==> config.mk <==
export PLATFORM = sky130hd
export DESIGN_NAME = chunk_gather_packer
export DESIGN_NICKNAME = d
export VERILOG_FILES = /design/src/rtl/chunk_gather_packer_pkg.sv /design/src/rtl/chunk_gather_packer_slot.sv /design/src/rtl/chunk_gather_packer.sv
export VERILOG_INCLUDE_DIRS = /design/src /design/src/rtl
export SDC_FILE = /design/constraint.sdc
export NUM_CORES = 1
export LEC_CHECK = 0
export ABC_AREA = 1
export CORE_MARGIN = 2
export CORE_UTILIZATION = 35
export DETAILED_ROUTE_END_ITERATION = 12
export MAX_ROUTING_LAYER = met4
export PLACE_DENSITY = 0.55
export RECOVER_POWER = 100
export SYNTH_ARGS = -nofsm -noshare
export SYNTH_HDL_FRONTEND = slang
export SYNTH_HIERARCHICAL = 1
export SYNTH_SLANG_ARGS = --single-unit
==> constraint.sdc <==
create_clock -name clk -period 3.45 [get_ports clk]
set_input_delay 0.69 -clock clk [delete_from_list [all_inputs] [get_ports clk]]
set_output_delay 0.69 -clock clk [all_outputs]
set_load 0.01 [all_outputs]
==> src/rtl/chunk_defs.vh <==
// chunk_defs: FSM state codes and count-width macro shared by the chunk packer files.
`ifndef CHUNK_DEFS_VH
`define CHUNK_DEFS_VH
localparam logic ST_FILL = 1'b0;
localparam logic ST_FULL = 1'b1;
`define CHUNK_CW(n) $clog2((n)+1)
`endif

==> src/rtl/chunk_gather_packer_pkg.sv <==
// chunk_gather_packer_pkg: state type and width helper for the chunk gather packer.
package chunk_gather_packer_pkg;
    `include "chunk_defs.vh"

    typedef enum logic {
        S_FILL = ST_FILL,
        S_FULL = ST_FULL
    } state_t;

    function automatic int idx_w(input int n);
        return (n > 1) ? $clog2(n) : 1;
    endfunction
endpackage

==> src/rtl/chunk_gather_packer_slot.sv <==
// chunk_slot: one chunk-wide assembly register; clear wins over write.
module chunk_slot #(
    parameter int W = 8
) (
    input  logic         clk,
    input  logic         rst_n,
    input  logic         i_we,
    input  logic         i_clr,
    input  logic [W-1:0] i_d,
    output logic [W-1:0] o_q
);
    logic [W-1:0] r_q;

    always_ff @(posedge clk or negedge rst_n) begin
        if (!rst_n)
            r_q <= '0;
        else if (i_clr)
            r_q <= '0;
        else if (i_we)
            r_q <= i_d;
    end

    assign o_q = r_q;
endmodule

==> src/rtl/chunk_gather_packer.sv <==
// chunk_gather_packer: gathers CHUNK_SIZE-bit chunks into CHUNKS-slot words with
// an assembly stage and an output register so input keeps flowing under backpressure.
`include "chunk_defs.vh"
module chunk_gather_packer
    import chunk_gather_packer_pkg::*;
#(
    parameter int CHUNKS     = 4,
    parameter int CHUNK_SIZE = 8,
    parameter bit MSB_FIRST  = 1'b0
) (
    input  logic                              clk,
    input  logic                              rst_n,
    input  logic                              in_valid,
    output logic                              in_ready,
    input  logic [CHUNK_SIZE-1:0]             in_data,
    input  logic                              in_last,
    output logic                              out_valid,
    input  logic                              out_ready,
    output logic [CHUNKS*CHUNK_SIZE-1:0]      out_data,
    output logic [`CHUNK_CW(CHUNKS)-1:0]      out_count
);
    localparam int IW = idx_w(CHUNKS);
    localparam int CW = `CHUNK_CW(CHUNKS);
    localparam int WW = CHUNKS * CHUNK_SIZE;
    localparam logic [IW-1:0] LAST_IDX = IW'(CHUNKS - 1);

    state_t          r_state, w_state_nxt;
    logic            r_alive;
    logic [IW-1:0]   r_idx;
    logic [CW-1:0]   r_hold_cnt;
    logic            r_out_valid;
    logic [WW-1:0]   r_out_data;
    logic [CW-1:0]   r_out_count;

    logic            w_acc, w_last, w_can, w_load, w_hold;
    logic [IW-1:0]   w_slot;
    logic [CW-1:0]   w_cur_cnt;
    logic [CHUNKS-1:0] w_we;
    logic [WW-1:0]   w_q, w_word;

    assign in_ready  = r_alive && (r_state == S_FILL);
    assign w_acc     = in_valid && in_ready;
    assign w_last    = w_acc && (r_idx == LAST_IDX || in_last);
    assign w_can     = !r_out_valid || out_ready;
    assign w_slot    = MSB_FIRST ? LAST_IDX - r_idx : r_idx;
    assign w_cur_cnt = CW'(r_idx) + CW'(1);

    // The completing chunk is merged combinationally so the word can leave on the same edge.
    for (genvar g = 0; g < CHUNKS; g++) begin : slot_gen
        assign w_we[g] = w_acc && (w_slot == IW'(g));
        chunk_slot #(.W(CHUNK_SIZE)) u_slot (
            .clk   (clk),
            .rst_n (rst_n),
            .i_we  (w_we[g]),
            .i_clr (w_load),
            .i_d   (in_data),
            .o_q   (w_q[g*CHUNK_SIZE +: CHUNK_SIZE])
        );
        assign w_word[g*CHUNK_SIZE +: CHUNK_SIZE] = w_we[g] ? in_data : w_q[g*CHUNK_SIZE +: CHUNK_SIZE];
    end

    always_comb begin
        w_state_nxt = r_state;
        w_load      = 1'b0;
        w_hold      = 1'b0;
        if (r_state == S_FILL) begin
            if (w_last) begin
                if (w_can) begin
                    w_load = 1'b1;
                end else begin
                    w_hold      = 1'b1;
                    w_state_nxt = S_FULL;
                end
            end
        end else if (out_ready) begin
            w_load      = 1'b1;
            w_state_nxt = S_FILL;
        end
    end

    always_ff @(posedge clk or negedge rst_n) begin
        if (!rst_n) begin
            r_state    <= S_FILL;
            r_alive    <= 1'b0;
            r_idx      <= '0;
            r_hold_cnt <= '0;
        end else begin
            r_state <= w_state_nxt;
            r_alive <= 1'b1;
            if (w_acc)
                r_idx <= w_last ? '0 : r_idx + IW'(1);
            if (w_hold)
                r_hold_cnt <= w_cur_cnt;
        end
    end

    always_ff @(posedge clk or negedge rst_n) begin
        if (!rst_n) begin
            r_out_valid <= 1'b0;
            r_out_data  <= '0;
            r_out_count <= '0;
        end else if (w_load) begin
            r_out_valid <= 1'b1;
            r_out_data  <= (r_state == S_FULL) ? w_q : w_word;
            r_out_count <= (r_state == S_FULL) ? r_hold_cnt : w_cur_cnt;
        end else if (out_ready) begin
            r_out_valid <= 1'b0;
        end
    end

    assign out_valid = r_out_valid;
    assign out_data  = r_out_data;
    assign out_count = r_out_count;
endmodule
==> impl_metrics.yaml <==
sta:
  fmax_ghz: 0.344
  slew_headroom_pct: -26.5
  worstMarginPinSlew_ps: 1900
  finalHoldViolCount: 0
  finalCriticalPeriod_ps: 2910
  slew_violations: 76
  rsz0062_at_grt: "no"
  post-route-period-util_pct: 84.3
  setup_viol: 0
  finalClockSkew_ps: 4.79
  final.setup.tns_ps: 0
floorplan:
  core_um2: 10300
  fp.dieH_um: 107
  pin_count: 50
  die_w_um: 107
  dieArea_um2: 11500
  std_cell_rows: 37
  initial_core_util_pct: 36.0
clock_network:
  cts_resized: 0
  cts.path.max_buffers: 2
  h-tree-depth: 3
  cts_hold_buf: 0
  clock_sinks: 75
  cts_tree: "done"
  clkSlewWorstSetupHoldPaths_ps: 70
  numCtsBuffers: 9
  root_buffer: "clkbuf_8"
  clock_latency_ps: 350
  cts_setup_buffers: 0
status:
  violations: "capacitance limit, slew limit"
  outcome: "finished, violations left"
cells_and_area:
  num-fill-cells: 1054
  final_common_cell: "nand2_1"
  final_nets: 510
  fin_area_um2: 4450
  layout_common_cells: "205 x nand2_1, 75 x dfrtp_1, 71 x nand3_1"
  drive_above_1_share_pct: 6.45
  diodes: 0
  areaGrowthSynthToFinish_pct: 19.6
grt:
  grt_first_pass_wirelength_um: 15700
  grt_use_total_pct: 18.0
  first_global_vias: 3122
  antenna_found_initial: 0
  grt_max_degree: 76
  grt_overflow: 0
synthesis:
  ys_seq_area_share_pct: 50.5
  synthCells: 455
  yosysWarnings: 6
  synth.distinct_cells: 24
  synth_fp_nets: 472
  avgSynthCellArea_um2: 8.18
  synth_area_um2: 3720
  ys_ff_latch: 75
route:
  post-route-drc-count: 0
  wl_per_cell_um: 15.0
  routed_wl_um: 9480
  vias: 3207
  viasPerCell: 5.07
  first_pass_iters: 5
  ant_nets: 0
  drt_iter0_drc: 154
pwr:
  powerDensity_nw_per_um2: 650
  ir_worst_vdd_mv: 0.316
  p_leak_nw: 2.43
critical_path:
  r2r_end: "slot_gen[3].u_slot/o_q[6]"
  r2r-start: "r_idx[0]"
  r2r_cells: 8
  critPathLaunchType: "flip-flop"
  cp.arrival_ps: 2220
  required_ps: 2760
  rrSetupSlack_ps: 1070
  crit_type: "reg2out"
  path_max_fanout: 33
  cp-end-kind: "output pin"
placed_design:
  placed_area_um2: 4230
  port-buffer-count: 49
  place_hpwl_um: 5900
  gp_congestion: 0.781
worst_hold_path:
  hold_class: "reg2reg"
  min-delay-start: "slot_gen[3].u_slot/o_q[4]"
  min_to: "slot_gen[3].u_slot/o_q[4]"
  hold_depth: 2
flow_run:
  maxCapViolations: 1
[stage by stage]
stage / hold slack [ps] / power [W] / utilization, % / setup WS (ps) / cells
floorplan: 394 / 0.00170 / - / 1610 / 455
global placement: 456 / 0.00209 / 41.0 / 671 / 618
detailed placement: 459 / 0.00210 / 41.0 / 613 / 618
CTS: 478 / 0.00298 / 43.4 / 801 / 632
global route: 493 / 0.00307 / 43.1 / 387 / 632
finish: 474 / 0.00289 / 43.1 / 542 / 632
[critical path: stages (launching register included)]
cell and delay [ps]:
dfrtp_1 510, nor2_2 140, clkbuf_2 550, clkdlybuf4s50_1 660
[logic make-up (layout without fill, tap and decap cells)]
family          Yosys count  after routing  synth area share, %
simple gates            323            323                 40.3
flops                    75             75                 50.5
buf+inv                  43             84                 6.63
compound gates            9              9                 1.21
fa+ha+maj                 4              4                 1.35
other cells               1              1                0.101
[power breakdown]
| part | leakage (nW) | switching (W) | internal, W | total [W] |
|---|---|---|---|---|
| clock | 0.121 | 0.000328 | 0.000546 | 0.000874 |
| combinational | 1.30 | 0.000436 | 0.000353 | 0.000789 |
| sequential | 1.00 | 0.000124 | 0.00111 | 0.00123 |
| total | 2.43 | 0.000889 | 0.00200 | 0.00289 |
[layer usage]
metal,global-route usage (%),up-vias,wire (um)
li1,-,1573,-
met1,24.3,1543,4560
met2,27.5,86,4410
met3,3.47,5,450
met4,5.29,0,59
met5,-,-,0
[state kept, by name, indices dropped and copies added (netlist names)]
register             count
out_count                3
out_data                32
out_valid                1
r_alive                  1
r_hold_cnt               3
r_idx                    2
r_state                  1
slot_gen.u_slot/o_q     32
[cell type report]
cell class	count	area [um^2]	share of cell area, %
tap	136	170	3.82
clock inverter	5	128	2.87
clock buffer	9	124	2.78
sequential	75	1880	42.2
timing repair buffer	53	510	11.5
inverter	17	66.3	1.49
multi-input combinational	337	1580	35.4
[how the worst max path moves through the flow]
stage,start,end
6_report,r_state,in_ready
2_1_floorplan,in_valid,slot_gen[0].u_slot/o_q[5]
3_5_place_dp,in_valid,slot_gen[3].u_slot/o_q[1]
3_3_place_gp,in_valid,slot_gen[2].u_slot/o_q[5]
4_1_cts,r_state,in_ready
5_1_grt,in_valid,slot_gen[3].u_slot/o_q[7]
[Yosys cell counts]
master,number,share of area (%)
nand2_1,205,21
dfrtp_1,75,50
nand3_1,70,9.4
nand4_1,36,6.1
inv_1,12,1.2
o21ai_0,9,1.2
buf_2,8,1.1
buf_6,8,2.4
clkbuf_1,4,0.40
ha_1,4,1.3
inv_2,4,0.40
nor2_8,4,2.2
buf_4,3,0.61
buf_1,2,0.20
nor2_1,2,0.20
clkbuf_2,1,0.13
conb_1,1,0.10
inv_4,1,0.17
nand2_2,1,0.17
nand2_4,1,0.30
nand2_8,1,0.54
nand3_2,1,0.27
nor2_2,1,0.17
nor2_4,1,0.30
Note: power is estimated with default switching activity, not from simulation.
